==> src/rtl/sqed_mem_pkg.sv <==
// Shared definitions for the SQED memory port: datapath widths, the
// transaction FSM state type and a saturating counter increment.
package sqed_mem_pkg;

  localparam int unsigned DATA_W = 32;
  localparam int unsigned STRB_W = 4;
  localparam int unsigned CNT_W  = 16;

  typedef enum logic [1:0] {
    ST_IDLE,
    ST_WAIT,
    ST_RESP
  } state_e;

  // Increment that sticks at all-ones instead of wrapping.
  function automatic logic [CNT_W-1:0] sat_inc(input logic [CNT_W-1:0] v);
    return (v == '1) ? v : v + CNT_W'(1);
  endfunction

endpackage

==> src/rtl/sqed_mem_if.sv <==
// CPU-side memory request/response bus (PicoRV32-style valid/ready).
//   mem_valid/mem_instr/mem_addr/mem_wdata/mem_wstrb : request, CPU -> memory
//   mem_ready/mem_rdata                              : response, memory -> CPU
interface sqed_mem_if;
  import sqed_mem_pkg::*;

  logic              mem_valid;
  logic              mem_instr;
  logic [31:0]       mem_addr;
  logic [DATA_W-1:0] mem_wdata;
  logic [STRB_W-1:0] mem_wstrb;
  logic              mem_ready;
  logic [DATA_W-1:0] mem_rdata;

  modport master (
    output mem_valid, mem_instr, mem_addr, mem_wdata, mem_wstrb,
    input  mem_ready, mem_rdata
  );

  modport slave (
    input  mem_valid, mem_instr, mem_addr, mem_wdata, mem_wstrb,
    output mem_ready, mem_rdata
  );
endinterface

==> src/rtl/sqed_mem_array.sv <==
// Single-port, byte-enabled WORDS x 32 synchronous storage. No reset.
//   clk       : clock
//   rd_en_i   : load rdata_o from mem[addr_i] on this edge
//   wr_strb_i : per-byte write enables for mem[addr_i]
//   addr_i    : word index
//   wdata_i   : write data
//   rdata_o   : registered read data, holds between reads
module sqed_mem_array
  import sqed_mem_pkg::*;
#(
  parameter  int unsigned WORDS = 32,
  localparam int unsigned AW    = $clog2(WORDS)
) (
  input  logic              clk,
  input  logic              rd_en_i,
  input  logic [STRB_W-1:0] wr_strb_i,
  input  logic [AW-1:0]     addr_i,
  input  logic [DATA_W-1:0] wdata_i,
  output logic [DATA_W-1:0] rdata_o
);

  logic [DATA_W-1:0] mem_q [WORDS];

  always_ff @(posedge clk) begin
    for (int unsigned b = 0; b < STRB_W; b++) begin
      if (wr_strb_i[b]) mem_q[addr_i][8*b +: 8] <= wdata_i[8*b +: 8];
    end
    if (rd_en_i) rdata_o <= mem_q[addr_i];
  end

endmodule

==> src/rtl/sqed_mem_port.sv <==
// Memory slave for a CPU valid/ready bus with optional wait states,
// out-of-range detection and per-kind completion counters.
//   clk, reset       : clock, synchronous active-high reset
//   bus (slave)      : request/response handshake
//   oob_err          : sticky, set when an out-of-range access completes
//   fetch_cnt/rd_cnt/wr_cnt : saturating completed-access counters
module sqed_mem_port
  import sqed_mem_pkg::*;
#(
  parameter int unsigned WORDS       = 32,
  parameter int unsigned WAIT_STATES = 0,
  parameter logic [31:0] BASE_ADDR   = 32'h0
) (
  input  logic             clk,
  input  logic             reset,
  sqed_mem_if.slave        bus,
  output logic             oob_err,
  output logic [CNT_W-1:0] fetch_cnt,
  output logic [CNT_W-1:0] rd_cnt,
  output logic [CNT_W-1:0] wr_cnt
);

  localparam int unsigned AW = $clog2(WORDS);
  localparam logic [3:0]  WS = 4'(WAIT_STATES);

  // Address decode on the live request (only used in IDLE).
  logic [29:0]   word_off;
  logic          req_oob;
  logic [AW-1:0] req_idx;
  logic          addr_lsb_unused;

  assign word_off        = bus.mem_addr[31:2] - BASE_ADDR[31:2];
  assign req_oob         = (bus.mem_addr[31:2] < BASE_ADDR[31:2]) ||
                           (word_off[29:AW] != '0);
  assign req_idx         = word_off[AW-1:0];
  assign addr_lsb_unused = ^bus.mem_addr[1:0];

  state_e            state_q, state_d;
  logic [3:0]        wcnt_q, wcnt_d;
  logic              accept;
  logic              resp;
  logic [AW-1:0]     idx_q;
  logic [DATA_W-1:0] wdata_q;
  logic [STRB_W-1:0] strb_q;
  logic              instr_q;
  logic              oob_q;
  logic [DATA_W-1:0] rdata_q;
  logic              oob_err_q;
  logic [CNT_W-1:0]  fetch_cnt_q, rd_cnt_q, wr_cnt_q;

  logic              arr_rd_en;
  logic [STRB_W-1:0] arr_strb;
  logic [AW-1:0]     arr_addr;
  logic [DATA_W-1:0] arr_rdata;
  logic [DATA_W-1:0] resp_rdata;

  always_comb begin
    state_d = state_q;
    wcnt_d  = wcnt_q;
    accept  = 1'b0;
    case (state_q)
      ST_IDLE: begin
        if (bus.mem_valid) begin
          accept = 1'b1;
          if (WS == 4'd0) begin
            state_d = ST_RESP;
          end else begin
            state_d = ST_WAIT;
            wcnt_d  = WS;
          end
        end
      end
      ST_WAIT: begin
        if (!bus.mem_valid) begin
          state_d = ST_IDLE;
          wcnt_d  = '0;
        end else if (wcnt_q <= 4'd1) begin
          state_d = ST_RESP;
          wcnt_d  = '0;
        end else begin
          wcnt_d = wcnt_q - 4'd1;
        end
      end
      ST_RESP: state_d = ST_IDLE;
      default: state_d = ST_IDLE;
    endcase
  end

  assign resp = (state_q == ST_RESP);

  // One array port: read at acceptance (live address), write at the edge
  // ending RESP (captured address). The read word is captured before the
  // write lands, so writes return the old contents.
  assign arr_rd_en  = accept && !reset;
  assign arr_strb   = (resp && !oob_q && !reset) ? strb_q : '0;
  assign arr_addr   = resp ? idx_q : req_idx;
  assign resp_rdata = oob_q ? '0 : arr_rdata;

  sqed_mem_array #(.WORDS(WORDS)) u_array (
    .clk       (clk),
    .rd_en_i   (arr_rd_en),
    .wr_strb_i (arr_strb),
    .addr_i    (arr_addr),
    .wdata_i   (wdata_q),
    .rdata_o   (arr_rdata)
  );

  always_ff @(posedge clk) begin
    if (reset) begin
      state_q     <= ST_IDLE;
      wcnt_q      <= '0;
      idx_q       <= '0;
      wdata_q     <= '0;
      strb_q      <= '0;
      instr_q     <= 1'b0;
      oob_q       <= 1'b0;
      rdata_q     <= '0;
      oob_err_q   <= 1'b0;
      fetch_cnt_q <= '0;
      rd_cnt_q    <= '0;
      wr_cnt_q    <= '0;
    end else begin
      state_q <= state_d;
      wcnt_q  <= wcnt_d;
      if (accept) begin
        idx_q   <= req_idx;
        wdata_q <= bus.mem_wdata;
        strb_q  <= bus.mem_wstrb;
        instr_q <= bus.mem_instr;
        oob_q   <= req_oob;
      end
      if (resp) begin
        rdata_q <= resp_rdata;
        if (oob_q) oob_err_q <= 1'b1;
        if (strb_q != '0)  wr_cnt_q    <= sat_inc(wr_cnt_q);
        else if (instr_q)  fetch_cnt_q <= sat_inc(fetch_cnt_q);
        else               rd_cnt_q    <= sat_inc(rd_cnt_q);
      end
    end
  end

  // Response data is live during RESP and held afterwards.
  assign bus.mem_ready = resp;
  assign bus.mem_rdata = resp ? resp_rdata : rdata_q;
  assign oob_err       = oob_err_q;
  assign fetch_cnt     = fetch_cnt_q;
  assign rd_cnt        = rd_cnt_q;
  assign wr_cnt        = wr_cnt_q;

endmodule

==> src/flat_wrapper.sv <==
// flat-port wrapper written by rule: the top's interface ports become plain ports
module sqed_mem_port_flat import sqed_mem_pkg::*;
#(
  parameter int unsigned WORDS       = 32,
  parameter int unsigned WAIT_STATES = 0,
  parameter logic [31:0] BASE_ADDR   = 32'h0
)
  (clk, reset, oob_err, fetch_cnt, rd_cnt, wr_cnt, bus_mem_valid, bus_mem_instr, bus_mem_addr, bus_mem_wdata, bus_mem_wstrb, bus_mem_ready, bus_mem_rdata);
  sqed_mem_if bus_i ();
  input  logic clk;
  input  logic reset;
  output logic oob_err;
  output logic [CNT_W-1:0] fetch_cnt;
  output logic [CNT_W-1:0] rd_cnt;
  output logic [CNT_W-1:0] wr_cnt;
  input wire logic [$bits(bus_i.mem_valid)-1:0] bus_mem_valid;
  input wire logic [$bits(bus_i.mem_instr)-1:0] bus_mem_instr;
  input wire logic [$bits(bus_i.mem_addr)-1:0] bus_mem_addr;
  input wire logic [$bits(bus_i.mem_wdata)-1:0] bus_mem_wdata;
  input wire logic [$bits(bus_i.mem_wstrb)-1:0] bus_mem_wstrb;
  output wire logic [$bits(bus_i.mem_ready)-1:0] bus_mem_ready;
  output wire logic [$bits(bus_i.mem_rdata)-1:0] bus_mem_rdata;
  assign bus_i.mem_valid = bus_mem_valid;
  assign bus_i.mem_instr = bus_mem_instr;
  assign bus_i.mem_addr = bus_mem_addr;
  assign bus_i.mem_wdata = bus_mem_wdata;
  assign bus_i.mem_wstrb = bus_mem_wstrb;
  assign bus_mem_ready = bus_i.mem_ready;
  assign bus_mem_rdata = bus_i.mem_rdata;
  sqed_mem_port #(.WORDS(WORDS), .WAIT_STATES(WAIT_STATES), .BASE_ADDR(BASE_ADDR)) u_core (.clk(clk), .reset(reset), .bus(bus_i), .oob_err(oob_err), .fetch_cnt(fetch_cnt), .rd_cnt(rd_cnt), .wr_cnt(wr_cnt));
endmodule
==> config.mk <==
export PLATFORM = sky130hd
export DESIGN_NAME = sqed_mem_port_flat
export DESIGN_NICKNAME = d
export VERILOG_FILES = /design/src/rtl/sqed_mem_pkg.sv /design/src/rtl/sqed_mem_if.sv /design/src/rtl/sqed_mem_array.sv /design/src/rtl/sqed_mem_port.sv /design/src/flat_wrapper.sv
export SDC_FILE = /design/constraint.sdc
export NUM_CORES = 1
export LEC_CHECK = 0
export CORE_ASPECT_RATIO = 2
export CORE_MARGIN = 2
export CORE_UTILIZATION = 35
export CTS_CLUSTER_DIAMETER = 30
export DETAILED_ROUTE_END_ITERATION = 12
export SLEW_MARGIN = 20
export SYNTH_ARGS = -nofsm -noshare
export SYNTH_HDL_FRONTEND = slang
export SYNTH_SLANG_ARGS = --single-unit
==> constraint.sdc <==
create_clock -name clk -period 3.9 [get_ports clk]
set_input_delay 0.39 -clock clk [delete_from_list [all_inputs] [get_ports clk]]
set_output_delay 0.39 -clock clk [all_outputs]
set_load 0.005 [all_outputs]
==> results of run 1 <==
power by group:
group / switching, uW / internal [uW] / leakage, uW
Combinational: 982 / 640 / 0.00450
Sequential: 133 / 13900 / 0.00996
Clock: 5500 / 7480 / 0.00224
worst max-delay path, delay by kind of cell (launching register included):
family,cells,cell delay [ns]
AND/OR/NAND/NOR,2,0.56
flip-flops,1,0.72
AO/OA/AOI/OAI,1,0.19
buffers and inverters,2,0.90
through the flow:
step,instance area [um2],util (%),cells,hold WS (ns)
after detailed placement,50500,38.9,4564,0.447
final,55100,42.5,4809,0.0448
after floorplan,45600,-,2658,0.460
after global placement,50500,38.9,4564,0.443
after global routing,55100,42.5,4808,0.0573
after CTS,55100,42.5,4807,0.0210
final cells by class:
cell class	instances	area [um2]	share of cell area, %
sequential	1181	34200	62.1
multi-input combinational	1273	10700	19.3
clock buffer	143	3480	6.32
timing repair buffer	372	3330	6.05
tap	1701	2130	3.86
clock inverter	100	1110	2.01
inverter	37	139	0.252
antenna	2	5.00	0.00909
synth_stat cells, drive strengths merged, types with 37 or more instances:
cell type,instances
edfxtp,1056
o21ai,234
mux4,192
nor2,172
nand2,170
dfxtp,125
clkbuf,103
a21oi,85
buf,64
a22o,55
a22oi,52
nand4,41
a41oi,40
inv,37
cell families (layout without fill, tap and decap cells):
group	after synthesis	in the layout
multiplexers	197	197
buffers and inverters	204	652
adder cells (fa/ha/maj)	3	3
other	0	2
AO/OA/AOI/OAI	513	513
AND/OR/NAND/NOR	528	528
XOR/XNOR	32	32
flip-flops	1181	1181
worst min path at each step:
stage | slack (ns) | start | endpoint | cells after the start
global placement | 0.44 | u_core.wdata_q[0] | u_core.wdata_q[0] | 2
finish | 0.04 | reset | u_core.rdata_q[1] | 2
global route | 0.06 | reset | u_core.rdata_q[1] | 2
detailed placement | 0.45 | u_core.wdata_q[0] | u_core.wdata_q[0] | 2
CTS | 0.02 | reset | u_core.rdata_q[1] | 2
floorplan | 0.46 | u_core.oob_err | u_core.oob_err | 2
layer usage:
| layer | vias to the layer above | wire length [um] |
|---|---|---|
| met5 | - | 79 |
| met2 | 1034 | 69500 |
| met1 | 13400 | 44400 |
| met4 | 12 | 6330 |
| met3 | 291 | 7860 |
| li1 | 11200 | - |
sequential cells by signal (all words and copies together), names as in the netlist, 4 cells and up:
name / count
u_core.u_array.mem_q: 1024
u_core.fetch_cnt: 16
u_core.idx_q: 5
u_core.wdata_q: 32
u_core.strb_q: 4
u_core.rdata_q: 32
u_core.u_array.rdata_o: 32
u_core.wr_cnt: 16
u_core.rd_cnt: 16
==> flow_metrics.env, run 1 <==
export IMPL_critPathKind="reg2out"
export IMPL_grt_overflow=0
export IMPL_grt_max_degree=61
export IMPL_fill_cells=11500
export IMPL_row_count=187
export IMPL_min_period_ns=3.52
export IMPL_fin_tns_setup_ns=0
export IMPL_clkTransAtPathRegs_ns=0.06
export IMPL_synth_simple_gate_area_share_pct=5.51
export IMPL_yosysTopAreaCell="edfxtp_1"
export IMPL_syn_cell_area_um2=45600
export IMPL_synth_compound_area_share_pct=7.17
export IMPL_clock_sinks=1181
export IMPL_synth_area_top_cells="edfxtp_1, mux4_2, dfxtp_1, o21ai_0, nor2_1"
export IMPL_nets=3073
export IMPL_grt_pass1_wl_um=184000
export IMPL_postSynth_asyncResetShare_pct=0
export IMPL_grt_pass1_vias=26700
export IMPL_dr_pass1_iters=7
export IMPL_num_vias=26000
export IMPL_hold_viol=0
export IMPL_drive_gt1_share_pct=22.8
export IMPL_slew_violations=0
export IMPL_dp_hpwl_um=83800
export IMPL_worstPathArrival_ns=3.13
export IMPL_ctsResizeCount=0
export IMPL_finClkSkew_ns=0.0418
export IMPL_clkLatencyLatePin_ns=0.76
export IMPL_synthMuxAreaShare_pct=9.61
export IMPL_place_ws_ns=0.522
export IMPL_gp_congestion=0.842
export IMPL_die_x_um=259
export IMPL_portBuffers=151
export IMPL_syn_nets=2733
export IMPL_endpoint="bus_mem_rdata[11]"
export IMPL_cts_tree="yes"
export IMPL_finalSetupViolCount=0
export IMPL_hold_path_class="in2reg"
export IMPL_wl_per_cell_um=26.7
export IMPL_yosys_cell_types_count=64
export IMPL_antenna_found_initial=8
export IMPL_required_ns=3.51
export IMPL_post_route_drc_count=0
export IMPL_fin_crit_sh_pct=90.3
export IMPL_crit_fanout=38
export IMPL_cp_end_kind="output pin"
export IMPL_yosysWarnings=0
export IMPL_grt_use_met2_pct=35.3
export IMPL_slowest_stage="dfxtp_4"
export IMPL_power_density_nw_per_um2=519
export IMPL_synth_top_family_by_area="multiplexers"
export IMPL_synthCells=2658
export IMPL_critPathLaunchType="flop"
export IMPL_syn_avg_cell_area_um2=17.2
export IMPL_ant_nets=0
export IMPL_synth_ff_type="edfxtp_1"
export IMPL_htree_levels=4
export IMPL_r2r_end="u_core.u_array.rdata_o[30]"
export IMPL_die_h_um=515
export IMPL_cts_setup_buffers=0
export IMPL_clk_path_buf_depth=3
export IMPL_hold_buffers=0
export IMPL_p_leak_uw=0.0167
export IMPL_setup_worst_path_start="u_core.state_q[1]"
export IMPL_drt_total_wl_um=128000
export IMPL_p_total_uw=28600
export IMPL_status="finished clean"
export IMPL_worst_path_largest_cell_delay_ns=0.72
export IMPL_maxCapViolations=0
export IMPL_drt_iter0_markers=2196
export IMPL_synth_edf_count=1056
export IMPL_worstReg2RegStart="u_core.state_q[1]"
export IMPL_synth_adder_area_share_pct=0.0823
export IMPL_tightest_slew_ns=1.15
export IMPL_path_cells="nor2b_4 -> buf_4 -> nand2_1 -> o21ai_0 -> clkdlybuf4s50_1"
export IMPL_r2r_cells=6
export IMPL_grt_usage_pct=19.1
export IMPL_viasPerCell=5.41
export IMPL_synth_top_cell_area_share_pct=69.5
export IMPL_ctsRootBufferMaster="clkbuf_16"
export IMPL_rsz0062_at_grt="false"
export IMPL_ys_seq_area_share_pct=75.0
export IMPL_fin_ws_ns=0.377
export IMPL_die_area_um2=133000
export IMPL_io_pins=154
export IMPL_ys_ff_latch=1181
export IMPL_core_area_um2=130000
export IMPL_final_common_cell="edfxtp_1"
export IMPL_mostFrequentLayoutCells="edfxtp_1, o21ai_0, buf_4"
export IMPL_use_met3_pct=3.70
export IMPL_area_delta_synth_final_pct=20.7
export IMPL_relSlewSlack_pct=23.6
export IMPL_fmax_ghz=0.284
export IMPL_initial_utilization_pct=35.2
export IMPL_ir_worst_vdd_uv=450
export IMPL_rrSetupSlack_ns=0.69
export IMPL_use_met1_pct=20.6
export IMPL_cts_made_buffers=133
export IMPL_synth_xor_area_share_pct=0.614
export IMPL_grt_most_used_layer="met2"
Note: power is estimated with default switching activity, not from simulation.
==> inputs of run 2 (changes only) <==
ABC_CLOCK_PERIOD_IN_PS = 3900   (was unset)
==> results of run 2 <==
The final DEF is identical to that of run 1; final timing and power are the same.
